## src/rtl/keypad_code_ctrl.sv

```systemverilog
// keypad_code_ctrl
//   PIN-entry controller between the keypad scanner and the alarm FSM.
//   Collects a 4-digit PIN plus a command key (ARM/DISARM), compares the PIN
//   against a stored code and, on a match, drives the alarm FSM keypad bus
//   with the arm (0011) or disarm (1100) code for CMD_HOLD enabled cycles.
//   Consecutive failures are counted; MAX_FAIL failures start a timed lockout.
//
// Optional feature macro: KEYPAD_DURESS_EN
//   When defined, a PIN whose last digit is PIN[3:0]+1 (mod 10) followed by
//   DISARM issues a normal disarm and latches the duress flag until reset.
//   When undefined, duress is constantly 0 and that code is a plain failure.
//
// Ports
//   clk        in   system clock
//   reset      in   synchronous active-high reset (ignores ENA)
//   ENA        in   clock enable; all state advances only when high
//   key_valid  in   one-cycle strobe qualifying key_code
//   key_code   in   0-9 digit, A=ARM, B=DISARM, C=CLEAR, D-F ignored
//   keypad_cmd out  command to the alarm FSM (0011 / 1100 / 0000)
//   cmd_active out  high while keypad_cmd is non-zero
//   locked_out out  high during lockout
//   fail_cnt   out  consecutive failure count
//   entry_busy out  high while a PIN is being collected
//   duress     out  duress code was used (latched until reset)

module keypad_code_ctrl #(
    parameter logic [15:0] PIN         = 16'h1234,
    parameter int unsigned MAX_FAIL    = 3,
    parameter int unsigned LOCK_CYCLES = 200,
    parameter int unsigned TIMEOUT     = 50,
    parameter int unsigned CMD_HOLD    = 2
) (
    input  logic       clk,
    input  logic       reset,
    input  logic       ENA,
    input  logic       key_valid,
    input  logic [3:0] key_code,
    output logic [3:0] keypad_cmd,
    output logic       cmd_active,
    output logic       locked_out,
    output logic [3:0] fail_cnt,
    output logic       entry_busy,
    output logic       duress
);

    typedef enum logic [1:0] {
        S_IDLE,
        S_COLLECT,
        S_ISSUE,
        S_LOCKOUT
    } state_t;

    localparam logic [3:0]  KEY_ARM    = 4'hA;
    localparam logic [3:0]  KEY_DISARM = 4'hB;
    localparam logic [3:0]  KEY_CLEAR  = 4'hC;
    localparam logic [3:0]  CMD_ARM    = 4'b0011;
    localparam logic [3:0]  CMD_DISARM = 4'b1100;
    localparam logic [3:0]  MAX_FAIL_C = 4'(MAX_FAIL);
    localparam logic [15:0] LOCK_INIT  = 16'(LOCK_CYCLES - 1);
    localparam logic [15:0] TMO_INIT   = 16'(TIMEOUT - 1);
    localparam logic [7:0]  HOLD_INIT  = 8'(CMD_HOLD - 1);

    state_t      r_state;
    logic [15:0] r_digits;
    logic [2:0]  r_cnt;
    logic [15:0] r_entry_tmr;
    logic [15:0] r_lock_tmr;
    logic [7:0]  r_hold;
    logic [3:0]  r_cmd;
    logic        r_cmd_active;
    logic        r_locked;
    logic [3:0]  r_fail;
    logic        r_busy;
    logic        r_duress;

    logic        w_key_digit;
    logic        w_key_cmd;
    logic        w_key_clear;
    logic        w_pin_match;
    logic        w_duress_match;
    logic [3:0]  w_fail_next;

    assign w_key_digit = key_valid && (key_code <= 4'd9);
    assign w_key_cmd   = key_valid && ((key_code == KEY_ARM) || (key_code == KEY_DISARM));
    assign w_key_clear = key_valid && (key_code == KEY_CLEAR);
    assign w_pin_match = (r_cnt == 3'd4) && (r_digits == PIN);
    assign w_fail_next = r_fail + 4'd1;

`ifdef KEYPAD_DURESS_EN
    localparam logic [3:0] DURESS_DIGIT = (PIN[3:0] >= 4'd9) ? 4'd0 : PIN[3:0] + 4'd1;
    assign w_duress_match = (r_cnt == 3'd4) && (key_code == KEY_DISARM) &&
                            (r_digits == {PIN[15:4], DURESS_DIGIT});
`else
    assign w_duress_match = 1'b0;
`endif

    always_ff @(posedge clk) begin
        if (reset) begin
            r_state      <= S_IDLE;
            r_digits     <= '0;
            r_cnt        <= '0;
            r_entry_tmr  <= '0;
            r_lock_tmr   <= '0;
            r_hold       <= '0;
            r_cmd        <= '0;
            r_cmd_active <= 1'b0;
            r_locked     <= 1'b0;
            r_fail       <= '0;
            r_busy       <= 1'b0;
            r_duress     <= 1'b0;
        end else if (ENA) begin
            case (r_state)
                S_IDLE: begin
                    if (w_key_digit) begin
                        r_digits    <= {r_digits[11:0], key_code};
                        r_cnt       <= 3'd1;
                        r_entry_tmr <= TMO_INIT;
                        r_busy      <= 1'b1;
                        r_state     <= S_COLLECT;
                    end
                end

                S_COLLECT: begin
                    if (w_key_digit) begin
                        r_digits    <= {r_digits[11:0], key_code};
                        // Saturate at 7 so over-entry stays distinguishable from 4
                        if (r_cnt != 3'd7)
                            r_cnt <= r_cnt + 3'd1;
                        r_entry_tmr <= TMO_INIT;
                    end else if (w_key_clear) begin
                        r_busy  <= 1'b0;
                        r_state <= S_IDLE;
                    end else if (w_key_cmd) begin
                        r_busy <= 1'b0;
                        if (w_pin_match) begin
                            r_cmd        <= (key_code == KEY_ARM) ? CMD_ARM : CMD_DISARM;
                            r_cmd_active <= 1'b1;
                            r_hold       <= HOLD_INIT;
                            r_fail       <= '0;
                            r_state      <= S_ISSUE;
                        end else if (w_duress_match) begin
                            // Looks like a normal disarm; failure count is left alone
                            r_cmd        <= CMD_DISARM;
                            r_cmd_active <= 1'b1;
                            r_hold       <= HOLD_INIT;
                            r_duress     <= 1'b1;
                            r_state      <= S_ISSUE;
                        end else if (w_fail_next == MAX_FAIL_C) begin
                            r_locked   <= 1'b1;
                            r_lock_tmr <= LOCK_INIT;
                            r_fail     <= MAX_FAIL_C;
                            r_state    <= S_LOCKOUT;
                        end else begin
                            r_fail  <= w_fail_next;
                            r_state <= S_IDLE;
                        end
                    end else if (r_entry_tmr == '0) begin
                        // Abandoned entry: silently drop it, no failure counted
                        r_busy  <= 1'b0;
                        r_state <= S_IDLE;
                    end else begin
                        r_entry_tmr <= r_entry_tmr - 16'd1;
                    end
                end

                S_ISSUE: begin
                    if (r_hold == '0) begin
                        r_cmd        <= '0;
                        r_cmd_active <= 1'b0;
                        r_state      <= S_IDLE;
                    end else begin
                        r_hold <= r_hold - 8'd1;
                    end
                end

                S_LOCKOUT: begin
                    if (r_lock_tmr == '0) begin
                        r_locked <= 1'b0;
                        r_fail   <= '0;
                        r_state  <= S_IDLE;
                    end else begin
                        r_lock_tmr <= r_lock_tmr - 16'd1;
                    end
                end

                default: r_state <= S_IDLE;
            endcase
        end
    end

    assign keypad_cmd = r_cmd;
    assign cmd_active = r_cmd_active;
    assign locked_out = r_locked;
    assign fail_cnt   = r_fail;
    assign entry_busy = r_busy;
    assign duress     = r_duress;

endmodule

```

## config.mk

```make
export PLATFORM = sky130hd
export DESIGN_NAME = keypad_code_ctrl
export DESIGN_NICKNAME = d
export VERILOG_FILES = /design/src/rtl/keypad_code_ctrl.sv
export SDC_FILE = /design/constraint.sdc
export NUM_CORES = 1
export LEC_CHECK = 0
export CORE_UTILIZATION = 40
export DETAILED_ROUTE_END_ITERATION = 10
export SYNTH_ARGS = -nofsm -noshare
export SYNTH_HDL_FRONTEND = slang
export SYNTH_SLANG_ARGS = --single-unit
export TNS_END_PERCENT = 5
```

## constraint.sdc

```tcl
create_clock -name clk -period 4.4 [get_ports clk]
set_clock_uncertainty 0.2 [all_clocks]
set_input_delay 0.88 -clock clk [delete_from_list [all_inputs] [get_ports clk]]
set_output_delay 0.88 -clock clk [all_outputs]
set_load 0.05 [all_outputs]
```

==> metrics.md, run 1 <==
| Metric | Value |
|---|---|
| IO Port Bufs | 18 |
| Hold/Removal Path Class | reg2reg |
| Flop pwr share | 0.470 |
| Crit-path max FO | 16 |
| Tcrit/Tclk final | 0.7504 |
| Top delay family on crit path | simple AND/OR/NAND/NOR gates |
| Leak pwr | 1.488 nW |
| Worst hold slack | 0.2600 ns |
| EDFF count, synth | 0 |
| Mapped Cells | 472 |
| Synth-to-layout area growth | 11.62% |
| Vias | 3531 |
| Initial antenna violation count | 0 |
| Clock Path Buffers | 2 |
| Finished Layout Cells | 614 |
| Yosys cell types | 72 |
| Final Core Density | 0.4674 |
| Worst EP arrival | 3.37 ns |
| Core Rows | 35 |
| Max Fclk | 302.9 MHz |
| H-tree depth | 3 |
| R2R depth | 5 |
| Root Buffer | clkbuf_8 |
| Maximum vdd drop | 0.2533 mV |
| Switching part of the total power | 0.2917 |
| Vias/cell | 5.751 |
| Final Setup Violations | 0 |
| Ys flop type | dfxtp_1 |
| Reg-to-Reg End | keypad_cmd[2]$_SDFFE_PP0P_ |
| WL final | 9532 um |
| Slew HR | 0.5255 |
| CP Data Required Time | 4.47 ns |
| Die area | 10260 um^2 |
| Clk Latency, worst-skew pair | 0.35 ns |
| Post-synth net total | 490 |
| TritonCTS clock tree | yes |
| ANT cells | 0 |
| Post-route cell area | 4400 um^2 |
| GRT Total Usage | 0.1974 |
| Starting density of the core | 0.4187 |
| FFs w/ async S/R, synth | 0 |
| Hpwl dp | 6670 um |
| Pwr/cell area | 324.1 nW/um^2 |
| Crit path from | key_valid |
| Slowest CP cell | clkdlybuf4s50_1 |
| Max-capacitance violation count | 0 |
| Min Clock Period, post-route | 3.302 ns |
| Worst Tran Pin Value | 0.7117 ns |
| Die Y | 101.3 um |
| Fillers | 943 |
| Core area | 9415 um^2 |
| Vias in the first global route | 3250 |
| Detailed Route Iter0 Violations | 159 |
| P_int | 1.010 mW |
| Nets | 499 |
| Result of the run | finished clean |
| Setup TNS | 0 ns |
| CP endpoint kind | flop |
| Die W | 101.3 um |
| CTS Buf Count | 9 |
| Routability cong. | 0.8047 |
| End of the critical path | keypad_cmd[2]$_SDFFE_PP0P_ |
| Resized cells post-CTS | 0 |
| Remaining DRCs | 0 |
| Fin worst setup slack | 1.098 ns |
| Flops & latches, synth | 70 |
| Synth warn | 0 |
| Seq/Total Area, Yosys | 0.3554 |
| Worst path cell trace | clkdlybuf4s50_1, nand4b_1, nor3_2, nand4_1, or2_2, a21oi_1 |
| Critical Path Max Stage Delay | 0.59 ns |
| Total gr overflow | 0 |
| Syn Area/Cell | 8.353 um^2 |
| Switching pwr | 0.4159 mW |
| Final ANT Viol Nets | 0 |
| Hold_buf cts | 0 |
| Num ports | 20 |
| First-pass DRT Iterations | 4 |
| Post-CTS Setup Repair Bufs | 0 |
| Setup crit start kind | primary input |
| R2r startpoint | r_state[0]$_SDFFE_PP0P_ |
| Hold Vio Cnt, Final | 0 |
| Sinks on the clock net | 70 |
| Critical path class | in2reg |
| CP bufs+invs | 1 |
| Min-delay src | r_digits[15]$_SDFFE_PP0P_ |
| Largest net degree at the start of global routing | 55 |
| Combinational Power Share | 0.156 |
| Global-route wire length before repair | 16100 um |
| Max-slew violation total from the final report | 0 |
| Share of cells above drive strength 1 | 0.1113 |
| DR WL/cell | 15.52 um |
| Placed Area | 4203 um^2 |
| RSZ-0062 raised after global routing | no |
| Clock-pin slew on the worst setup and hold paths | 0.08 ns |
| Pre-CTS WS | 0.7894 ns |
| Worst path depth | 6 |
| Area of the mapped netlist | 3943 um^2 |
| Clock Power Share | 0.374 |
| Post-placement cell count | 599 |
| Worst R2R Setup Slack | 1.60 ns |
| Pwr Total | 1.426 mW |
==> power groups by stage <==
stage | combinational (mW) | sequential (mW) | clock (mW)
after floorplan | 0.172 | 0.680 | 0
after global placement | 0.213 | 0.685 | 0
after detailed placement | 0.220 | 0.685 | 0
after CTS | 0.221 | 0.670 | 0.546
after global routing | 0.245 | 0.674 | 0.573
final | 0.222 | 0.671 | 0.533
==> state kept, by name, indices dropped and copies added (netlist names) <==
signal and cells:
r_entry_tmr 16, cmd_active 1, r_lock_tmr 16, fail_cnt 4, r_hold 8, locked_out 1
keypad_cmd 2, entry_busy 1, r_state 2, r_digits 16, r_cnt 3
==> cell type report <==
| class | instances | area [um^2] | share of cell area |
|---|---|---|---|
| timing repair buffer | 24 | 220.2 | 0.05004 |
| clock inverter | 5 | 60.06 | 0.01365 |
| clock buffer | 10 | 137.6 | 0.03128 |
| tap | 129 | 161.4 | 0.03668 |
| multi-input combinational | 359 | 2356 | 0.5354 |
| inverter | 17 | 63.81 | 0.01450 |
| sequential | 70 | 1401 | 0.3185 |
==> cell usage after synthesis, types with 7 or more instances <==
master    count  area share
o21ai_0      13       0.017
nor2_1       27       0.026
nand3b_1     11       0.021
ha_1         10       0.032
nand4_1       9       0.014
nand2_1      54       0.051
a311oi_1      7       0.016
nand3_1      20       0.025
or4_1        10       0.019
inv_1        17       0.016
dfxtp_1      70        0.36
nor3_1       14       0.018
a21oi_1      47       0.060
buf_2         7      0.0089
a211oi_1      8       0.015
or3_1        11       0.017
clkbuf_1     12       0.011
mux2i_1       9       0.023
==> layout by cell type, fill, tap and decap left out, drive strengths merged, types with 8 or more instances in the layout <==
| master | synthesis | final |
|---|---|---|
| clkbuf | 12 | 10 |
| a311oi | 8 | 8 |
| inv | 17 | 17 |
| ha | 10 | 10 |
| dfxtp | 70 | 70 |
| or3 | 12 | 12 |
| nand2 | 54 | 54 |
| nand4 | 10 | 10 |
| mux2i | 9 | 9 |
| o21ai | 16 | 16 |
| or4 | 12 | 12 |
| a21oi | 47 | 47 |
| nor4 | 13 | 13 |
| nand3 | 20 | 20 |
| a211oi | 9 | 9 |
| nand3b | 11 | 11 |
| nor3 | 18 | 18 |
| nor2 | 28 | 28 |
| clkdlybuf4s50 | 0 | 17 |
==> worst reg2reg max path, stage by stage (launching register included) <==
cell      delay, ns
dfxtp_1        0.61
nand2b_1       0.32
nor3_2         0.42
nand4_1        0.55
or2_2          0.49
a21oi_1        0.13
==> worst min path at each step <==
stage / endpoint / slack (ns) / cells after the start
after global routing: r_digits[11]$_SDFFE_PP0P_ / 0.29 / 2
after global placement: r_digits[15]$_SDFFE_PP0P_ / 0.24 / 2
final: r_digits[15]$_SDFFE_PP0P_ / 0.26 / 2
after floorplan: r_digits[15]$_SDFFE_PP0P_ / 0.23 / 2
after CTS: r_digits[15]$_SDFFE_PP0P_ / 0.26 / 2
after detailed placement: r_digits[15]$_SDFFE_PP0P_ / 0.25 / 2
==> cells by family after synthesis <==
family,synth area share
buffers and inverters,0.04697
AO/OA/AOI/OAI,0.2177
flip-flops,0.3554
multiplexers,0.02571
other,0.0009512
adder cells (fa/ha/maj),0.03174
AND/OR/NAND/NOR,0.3215
==> metal layers <==
layer / track usage / share of wire / vias to the layer above
met5: 0 / 0 / -
met4: 0.05574 / 0.0089 / 0
li1: - / - / 1790
met3: 0.04279 / 0.032 / 6
met1: 0.2791 / 0.52 / 1678
met2: 0.3014 / 0.44 / 57
No activity file was read; power rests on OpenSTA's default activity.
==> run 2, diff against run 1 <==
==> constraint.sdc (replaced) <==
create_clock -name clk -period 2.7 [get_ports clk]
set_clock_uncertainty 0.2 [all_clocks]
set_input_delay 0.54 -clock clk [delete_from_list [all_inputs] [get_ports clk]]
set_output_delay 0.54 -clock clk [all_outputs]
set_load 0.05 [all_outputs]
==> run 2 against run 1 <==
  * Setup slack got worse by 0.93 ns
  * Final area rose by 5.8%
  * Critical path depth increased by 2
  * Non-clock buffer count is 35 higher
  * Final cell count is 5.9% higher
  * Wire length grew 1.6%
  * First-iteration DRC count decreased by 7.5%
  * Utilization increased by 2.7 points
  * Count of clock-buffer cells in the layout unchanged
  * Via count is 6.0% higher
  * Largest power group unchanged
==> metrics.md, run 2 (synthesis gave the netlist of run 1 again) <==
| Metric | Value |
|---|---|
| DR WL/cell | 14.90 um (was 15.52 um) |
| Core Rows | 35 (unchanged) |
| Vias/cell | 5.757 (was 5.751) |
| Sinks on the clock net | 70 (unchanged) |
| Slew HR | 0.6552 (was 0.5255) |
| Maximum vdd drop | 0.3101 mV (was 0.2533 mV) |
| Slowest CP cell | or4b_4 (was clkdlybuf4s50_1) |
| Worst path cell trace | inv_1, ha_1, or4b_4, nor4_4, buf_4, nor2_2, nor4_2, mux2_1 (was clkdlybuf4s50_1, nand4b_1, nor3_2, nand4_1, or2_2, a21oi_1) |
| Detailed Route Iter0 Violations | 147 (was 159) |
| CP endpoint kind | flop (unchanged) |
| IO Port Bufs | 18 (unchanged) |
| Core area | 9415 um^2 (unchanged) |
| TritonCTS clock tree | yes (unchanged) |
| Max-capacitance violation count | 0 (unchanged) |
| P_int | 1.653 mW (was 1.010 mW) |
| Hold Vio Cnt, Final | 0 (unchanged) |
| Starting density of the core | 0.4187 (unchanged) |
| Leak pwr | 1.645 nW (was 1.488 nW) |
| Worst Tran Pin Value | 0.5100 ns (was 0.7117 ns) |
| Min Clock Period, post-route | 2.529 ns |
| Final Setup Violations | 0 (unchanged) |
| Top flop regs | r_digits (16), r_entry_tmr (16), r_lock_tmr (16) (unchanged) |
| CTS Buf Count | 9 (unchanged) |
| Critical Path Max Stage Delay | 0.48 ns (was 0.59 ns) |
| Switching pwr | 0.6672 mW (was 0.4159 mW) |
| Hold/Removal Path Class | reg2reg (unchanged) |
| WL final | 9685 um (was 9532 um) |
| Most common cell after layout, fill and taps aside | dfxtp_1 (unchanged) |
| Total gr overflow | 0 (unchanged) |
| Crit-path max FO | 5 (was 16) |
| Hpwl dp | 7055 um (was 6670 um) |
| GRT Total Usage | 0.2013 (was 0.1974) |
| Routability cong. | 0.7978 (was 0.8047) |
| Most frequent cells in the layout | 70 x dfxtp_1, 54 x nand2_1, 47 x a21oi_1 (unchanged) |
| Worst EP arrival | 2.55 ns (was 3.37 ns) |
| Result of the run | finished clean (unchanged) |
| Global-route wire length before repair | 16370 um (was 16100 um) |
| Root Buffer | clkbuf_8 (unchanged) |
| Fin worst setup slack | 0.1715 ns (was 1.098 ns) |
| Die W | 101.3 um (unchanged) |
| Die Y | 101.3 um (unchanged) |
| Switching part of the total power | 0.2876 (was 0.2917) |
| Setup crit start kind | flop (was primary input) |
| RSZ-0062 raised after global routing | no (unchanged) |
| ANT cells | 0 (unchanged) |
| Flop pwr share | 0.470 (about the same) |
| Max-slew violation total from the final report | 0 (unchanged) |
| Max Fclk | 395.5 MHz |
| Clock Power Share | 0.358 (was 0.374) |
| Pwr/cell area | 498.3 nW/um^2 (was 324.1 nW/um^2) |
| Largest net degree at the start of global routing | 29 (was 55) |
| Clk Latency, worst-skew pair | 0.34 ns (was 0.35 ns) |
| Critical path class | reg2reg (was in2reg) |
| Initial antenna violation count | 0 (unchanged) |
| Pre-CTS WS | -0.07158 ns (was 0.7894 ns) |
| Vias in the first global route | 3430 (was 3250) |
| First-pass DRT Iterations | 4 (unchanged) |
| Remaining DRCs | 0 (unchanged) |
| Vias | 3742 (was 3531) |
| CP Data Required Time | 2.73 ns (was 4.47 ns) |
| Tcrit/Tclk final | 0.9365 |
| Num ports | 20 (unchanged) |
| Final ANT Viol Nets | 0 (unchanged) |
| Synth-to-layout area growth | 18.09% (was 11.62%) |
| Combinational Power Share | 0.172 (was 0.156) |
| Clock-pin slew on the worst setup and hold paths | 0.07 ns (was 0.08 ns) |
| Share of cells above drive strength 1 | 0.1708 (was 0.1113) |
| Die area | 10260 um^2 (unchanged) |
| H-tree depth | 3 (unchanged) |
| Clock Path Buffers | 2 (unchanged) |
| Pwr Total | 2.320 mW (was 1.426 mW) |
| Hold_buf cts | 0 (unchanged) |
| Nets | 534 (was 499) |
-- run 2: cell count changes in the layout (fill, tap and decap cells not counted) --
cell,delta
clkbuf_8,-1
clkbuf_1,+1
clkinv_2,+1
clkinv_4,-2
clkinvlp_4,+2
buf_4,+35
-- run 2: routing by layer --
metal	wire length, um	part of all wire	GRT usage
met4	111	0.011	0.06466
met2	4527	0.47	0.3250
met1	4706	0.49	0.2716
met3	341	0.035	0.03727
met5	0	0	0
-- run 2: worst max-delay path, delay by kind of cell, from the launching register on --
kind                     cells  cell delay, ns
buffers and inverters        2            0.27
AND/OR/NAND/NOR              4            1.10
flip-flops                   1            0.35
multiplexers                 1            0.34
adder cells (fa/ha/maj)      1            0.15
-- run 2: area by class of cell --
class / instances / area [um^2]
Sequential cell: 70 / 1401
Tap cell: 129 / 161.4
Inverter: 17 / 63.81
Fill cell: 942 / 4760
Multi-Input combinational cell: 359 / 2356
Clock inverter: 6 / 62.56
Clock buffer: 10 / 127.6
Timing Repair Buffer: 59 / 483.0
-- run 2: what timing repair did --
action	CTS	global route
buffers inserted	0	2
resized for setup	0	0
endpoints found under the setup margin	0	2
hold endpoints to repair	0	0
-- run 2: stage by stage --
step | std cells | hold WS (ns) | cell area [um^2] | setup TNS, ns | utilization
floorplan | 472 | 0.2318 | 3943 | 0 | -
global placement | 632 | 0.2480 | 4451 | -0.01399 | 0.4727
detailed placement | 632 | 0.2508 | 4451 | -0.1250 | 0.4727
CTS | 648 | 0.2621 | 4641 | 0 | 0.4929
global route | 650 | 0.2759 | 4656 | 0 | 0.4945
finish | 650 | 0.2607 | 4656 | 0 | 0.4945
-- run 2: power groups by stage --
stage | Combinational [mW] | Clock, mW | Sequential [mW]
after CTS | 0.400 | 0.854 | 1.09
after floorplan | 0.281 | 0 | 1.11
final | 0.399 | 0.830 | 1.09
after global placement | 0.390 | 0 | 1.11
after global routing | 0.445 | 0.893 | 1.10
after detailed placement | 0.397 | 0 | 1.11
-- run 2: worst paths after layout --
path,from,endpoint,slack [ns],cells after the start
setup reg to reg,r_lock_tmr[0]$_SDFFE_PP0P_,r_state[1]$_SDFFE_PP0P_,0.17,8
setup / recovery,r_lock_tmr[0]$_SDFFE_PP0P_,r_state[1]$_SDFFE_PP0P_,0.17,8
hold reg to reg,cmd_active$_SDFFE_PP0P_,cmd_active$_SDFFE_PP0P_,0.26,2
hold / removal,cmd_active$_SDFFE_PP0P_,cmd_active$_SDFFE_PP0P_,0.26,2
==> run 3, diff against run 2 <==
--- a/config.mk
+++ b/config.mk
@@ -5,6 +5,8 @@
 export SDC_FILE = /design/constraint.sdc
 export NUM_CORES = 1
 export LEC_CHECK = 0
+export CAP_MARGIN = 20
+export CORE_ASPECT_RATIO = 1.75
 export CORE_UTILIZATION = 40
 export DETAILED_ROUTE_END_ITERATION = 10
 export SYNTH_ARGS = -nofsm -noshare
==> run 3 against run 2 <==
  * Utilization is 0.10 points higher
  * Clock power increased by 55%
  * Non-clock buffer count fell by 9
  * Sequential share of layout area is 0.41 points lower
  * Critical path type unchanged
  * Critical endpoint unchanged
  * Largest power group is now the clock network
  * Highest routed layer unchanged
==> metrics.md, run 3 (synthesis gave the netlist of run 1 again) <==
| Metric | Value |
|---|---|
| Worst Tran Pin Value | 0.5906 ns (was 0.5100 ns) |
| Remaining DRCs | 0 (unchanged) |
| Critical Path Max Stage Delay | 0.48 ns (about the same) |
| Core area | 9527 um^2 (was 9415 um^2) |
| CP Data Required Time | 2.72 ns (was 2.73 ns) |
| Most frequent cells in the layout | 70 x dfxtp_1, 54 x nand2_1, 47 x a21oi_1 (unchanged) |
| Core Rows | 47 (was 35) |
| Most common cell after layout, fill and taps aside | dfxtp_1 (unchanged) |
| Hold_buf cts | 0 (unchanged) |
| Die Y | 133.3 um (was 101.3 um) |
| Num ports | 20 (unchanged) |
| Flop pwr share | 0.394 (was 0.470) |
| Resized cells post-CTS | 0 (unchanged) |
| Share of cells above drive strength 1 | 0.1566 (was 0.1708) |
| CP bufs+invs | 1 (was 2) |
| Post-placement cell count | 618 (was 632) |
| RSZ-0062 raised after global routing | no (unchanged) |
| Post-route cell area | 4721 um^2 (was 4656 um^2) |
| TritonCTS clock tree | yes (unchanged) |
| CTS Buf Count | 9 (unchanged) |
| P_int | 2.076 mW (was 1.653 mW) |
| Routability cong. | 0.8005 (was 0.7978) |
| Clock Power Share | 0.463 (was 0.358) |
| Final ANT Viol Nets | 0 (unchanged) |
| Vias/cell | 5.951 (was 5.757) |
| Clk Latency, worst-skew pair | 0.33 ns (was 0.34 ns) |
| Max-capacitance violation count | 0 (unchanged) |
| Largest net degree at the start of global routing | 30 (was 29) |
| Slowest CP cell | or4b_4 (unchanged) |
| Pwr/cell area | 589.0 nW/um^2 (was 498.3 nW/um^2) |
| Setup crit start kind | flop (unchanged) |
| Hold Vio Cnt, Final | 0 (unchanged) |
| First-pass DRT Iterations | 5 (was 4) |
| Maximum vdd drop | 0.3137 mV (was 0.3101 mV) |
| Switching pwr | 0.7045 mW (was 0.6672 mW) |
| Top delay family on crit path | simple AND/OR/NAND/NOR gates (unchanged) |
| DR WL/cell | 16.30 um (was 14.90 um) |
| ANT cells | 0 (unchanged) |
| Detailed Route Iter0 Violations | 213 (was 147) |
| Tcrit/Tclk final | 0.9251 (was 0.9365) |
| CP endpoint kind | flop (unchanged) |
| Reg-to-Reg End | r_state[1]$_SDFFE_PP0P_ (unchanged) |
| Hpwl dp | 7616 um (was 7055 um) |
| Final Setup Violations | 0 (unchanged) |
| Top flop regs | r_digits (16), r_entry_tmr (16), r_lock_tmr (16) (unchanged) |
| Post-CTS Setup Repair Bufs | 0 (unchanged) |
| Min-delay src | r_digits[15]$_SDFFE_PP0P_ (was cmd_active$_SDFFE_PP0P_) |
| Initial antenna violation count | 0 (unchanged) |
| Nets | 525 (was 534) |
| Switching part of the total power | 0.2534 (was 0.2876) |
| Vias in the first global route | 3609 (was 3430) |
| Leak pwr | 1.676 nW (was 1.645 nW) |
| Placed Area | 4389 um^2 (was 4451 um^2) |
| Min Clock Period, post-route | 2.498 ns (was 2.529 ns) |
| Worst hold slack | 0.2509 ns (was 0.2607 ns) |
| Finished Layout Cells | 633 (was 650) |
| Die W | 77.05 um (was 101.3 um) |
| Worst R2R Setup Slack | 0.20 ns (was 0.17 ns) |
| Clock-pin slew on the worst setup and hold paths | 0.06 ns (was 0.07 ns) |
| R2R depth | 7 (was 8) |
| Slew HR | 0.6021 (was 0.6552) |
| Crit path from | r_lock_tmr[0]$_SDFFE_PP0P_ (unchanged) |
| H-tree depth | 3 (unchanged) |
| Max-slew violation total from the final report | 0 (unchanged) |
| Setup TNS | 0 ns (unchanged) |
| Total gr overflow | 0 (unchanged) |
| Hold/Removal Path Class | reg2reg (unchanged) |
| IO Port Bufs | 18 (unchanged) |
| Max Fclk | 400.4 MHz (was 395.5 MHz) |
| Vias | 3767 (was 3742) |
| Synth-to-layout area growth | 19.74% (was 18.09%) |
| Sinks on the clock net | 70 (unchanged) |
| GRT Total Usage | 0.2084 (was 0.2013) |
| Die area | 10270 um^2 (was 10260 um^2) |
| WL final | 10320 um (was 9685 um) |
| Global-route wire length before repair | 17080 um (was 16370 um) |
| Clock Path Buffers | 2 (unchanged) |
| Result of the run | finished clean (unchanged) |
| Crit-path max FO | 5 (unchanged) |
| Worst hold path endpoint | r_digits[15]$_SDFFE_PP0P_ (was cmd_active$_SDFFE_PP0P_) |
| Critical path class | reg2reg (unchanged) |
| R2r startpoint | r_lock_tmr[0]$_SDFFE_PP0P_ (unchanged) |
| Starting density of the core | 0.4138 (was 0.4187) |
| Worst path cell trace | inv_1, ha_1, or4b_4, nor4_4, nor2_2, nor4_2, mux2_1 (was inv_1, ha_1, or4b_4, nor4_4, buf_4, nor2_2, nor4_2, mux2_1) |
| Combinational Power Share | 0.143 (was 0.172) |
| Worst EP arrival | 2.52 ns (was 2.55 ns) |
| Hold depth | 2 (unchanged) |
| Root Buffer | clkbuf_16 (was clkbuf_8) |
## run 3: power groups by stage
stage	logic, mW	registers, mW	clock network (mW)
floorplan	0.281	1.11	0
global placement	0.383	1.12	0
detailed placement	0.393	1.12	0
CTS	0.395	1.09	1.31
global route	0.441	1.10	1.36
finish	0.398	1.10	1.29
## run 3: final cells by class
| cell class | instances | area [um^2] |
|---|---|---|
| Fill cell | 958 | 4806 |
| Multi-Input combinational cell | 359 | 2365 |
| Sequential cell | 70 | 1401 |
| Timing Repair Buffer | 50 | 415.4 |
| Clock buffer | 11 | 252.7 |
| Tap cell | 122 | 152.6 |
| Clock inverter | 4 | 70.07 |
| Inverter | 17 | 63.81 |
## run 3: worst max path at each step
stage                                  end  slack, ns  depth (start not counted)
5_1_grt            r_state[1]$_SDFFE_PP0P_       0.05                          7
2_1_floorplan  r_lock_tmr[14]$_SDFFE_PP0P_       0.25                          5
3_3_place_gp   r_entry_tmr[4]$_SDFFE_PP0P_       0.04                          6
4_1_cts        r_entry_tmr[5]$_SDFFE_PP0P_       0.12                          8
3_5_place_dp   r_entry_tmr[4]$_SDFFE_PP0P_      -0.03                          7
6_report           r_state[1]$_SDFFE_PP0P_       0.20                          7
## run 3: layer usage
metal  GRT usage  share of wire  vias to the layer above
li1            -              -                     1856
met1      0.2104           0.40                     1808
met2      0.4033           0.55                       83
met3     0.03904          0.029                       20
met4     0.09434          0.025                        0
met5           0              0                        -
## run 3: metrics by stage
stage	setup WS, ns	util	total power, mW
2_1_floorplan	0.2547	-	1.389
3_3_place_gp	0.04221	0.4607	1.499
3_5_place_dp	-0.02710	0.4607	1.508
4_1_cts	0.1196	0.4946	2.798
5_1_grt	0.05262	0.4955	2.897
6_report	0.2024	0.4955	2.781
## run 3: worst reg2reg max path: cells and delay by family (launching register included)
family | cells | cell delay, ns
adder cells (fa/ha/maj) | 1 | 0.15
buffers and inverters | 1 | 0.09
flip-flops | 1 | 0.34
multiplexers | 1 | 0.34
AND/OR/NAND/NOR | 4 | 1.28
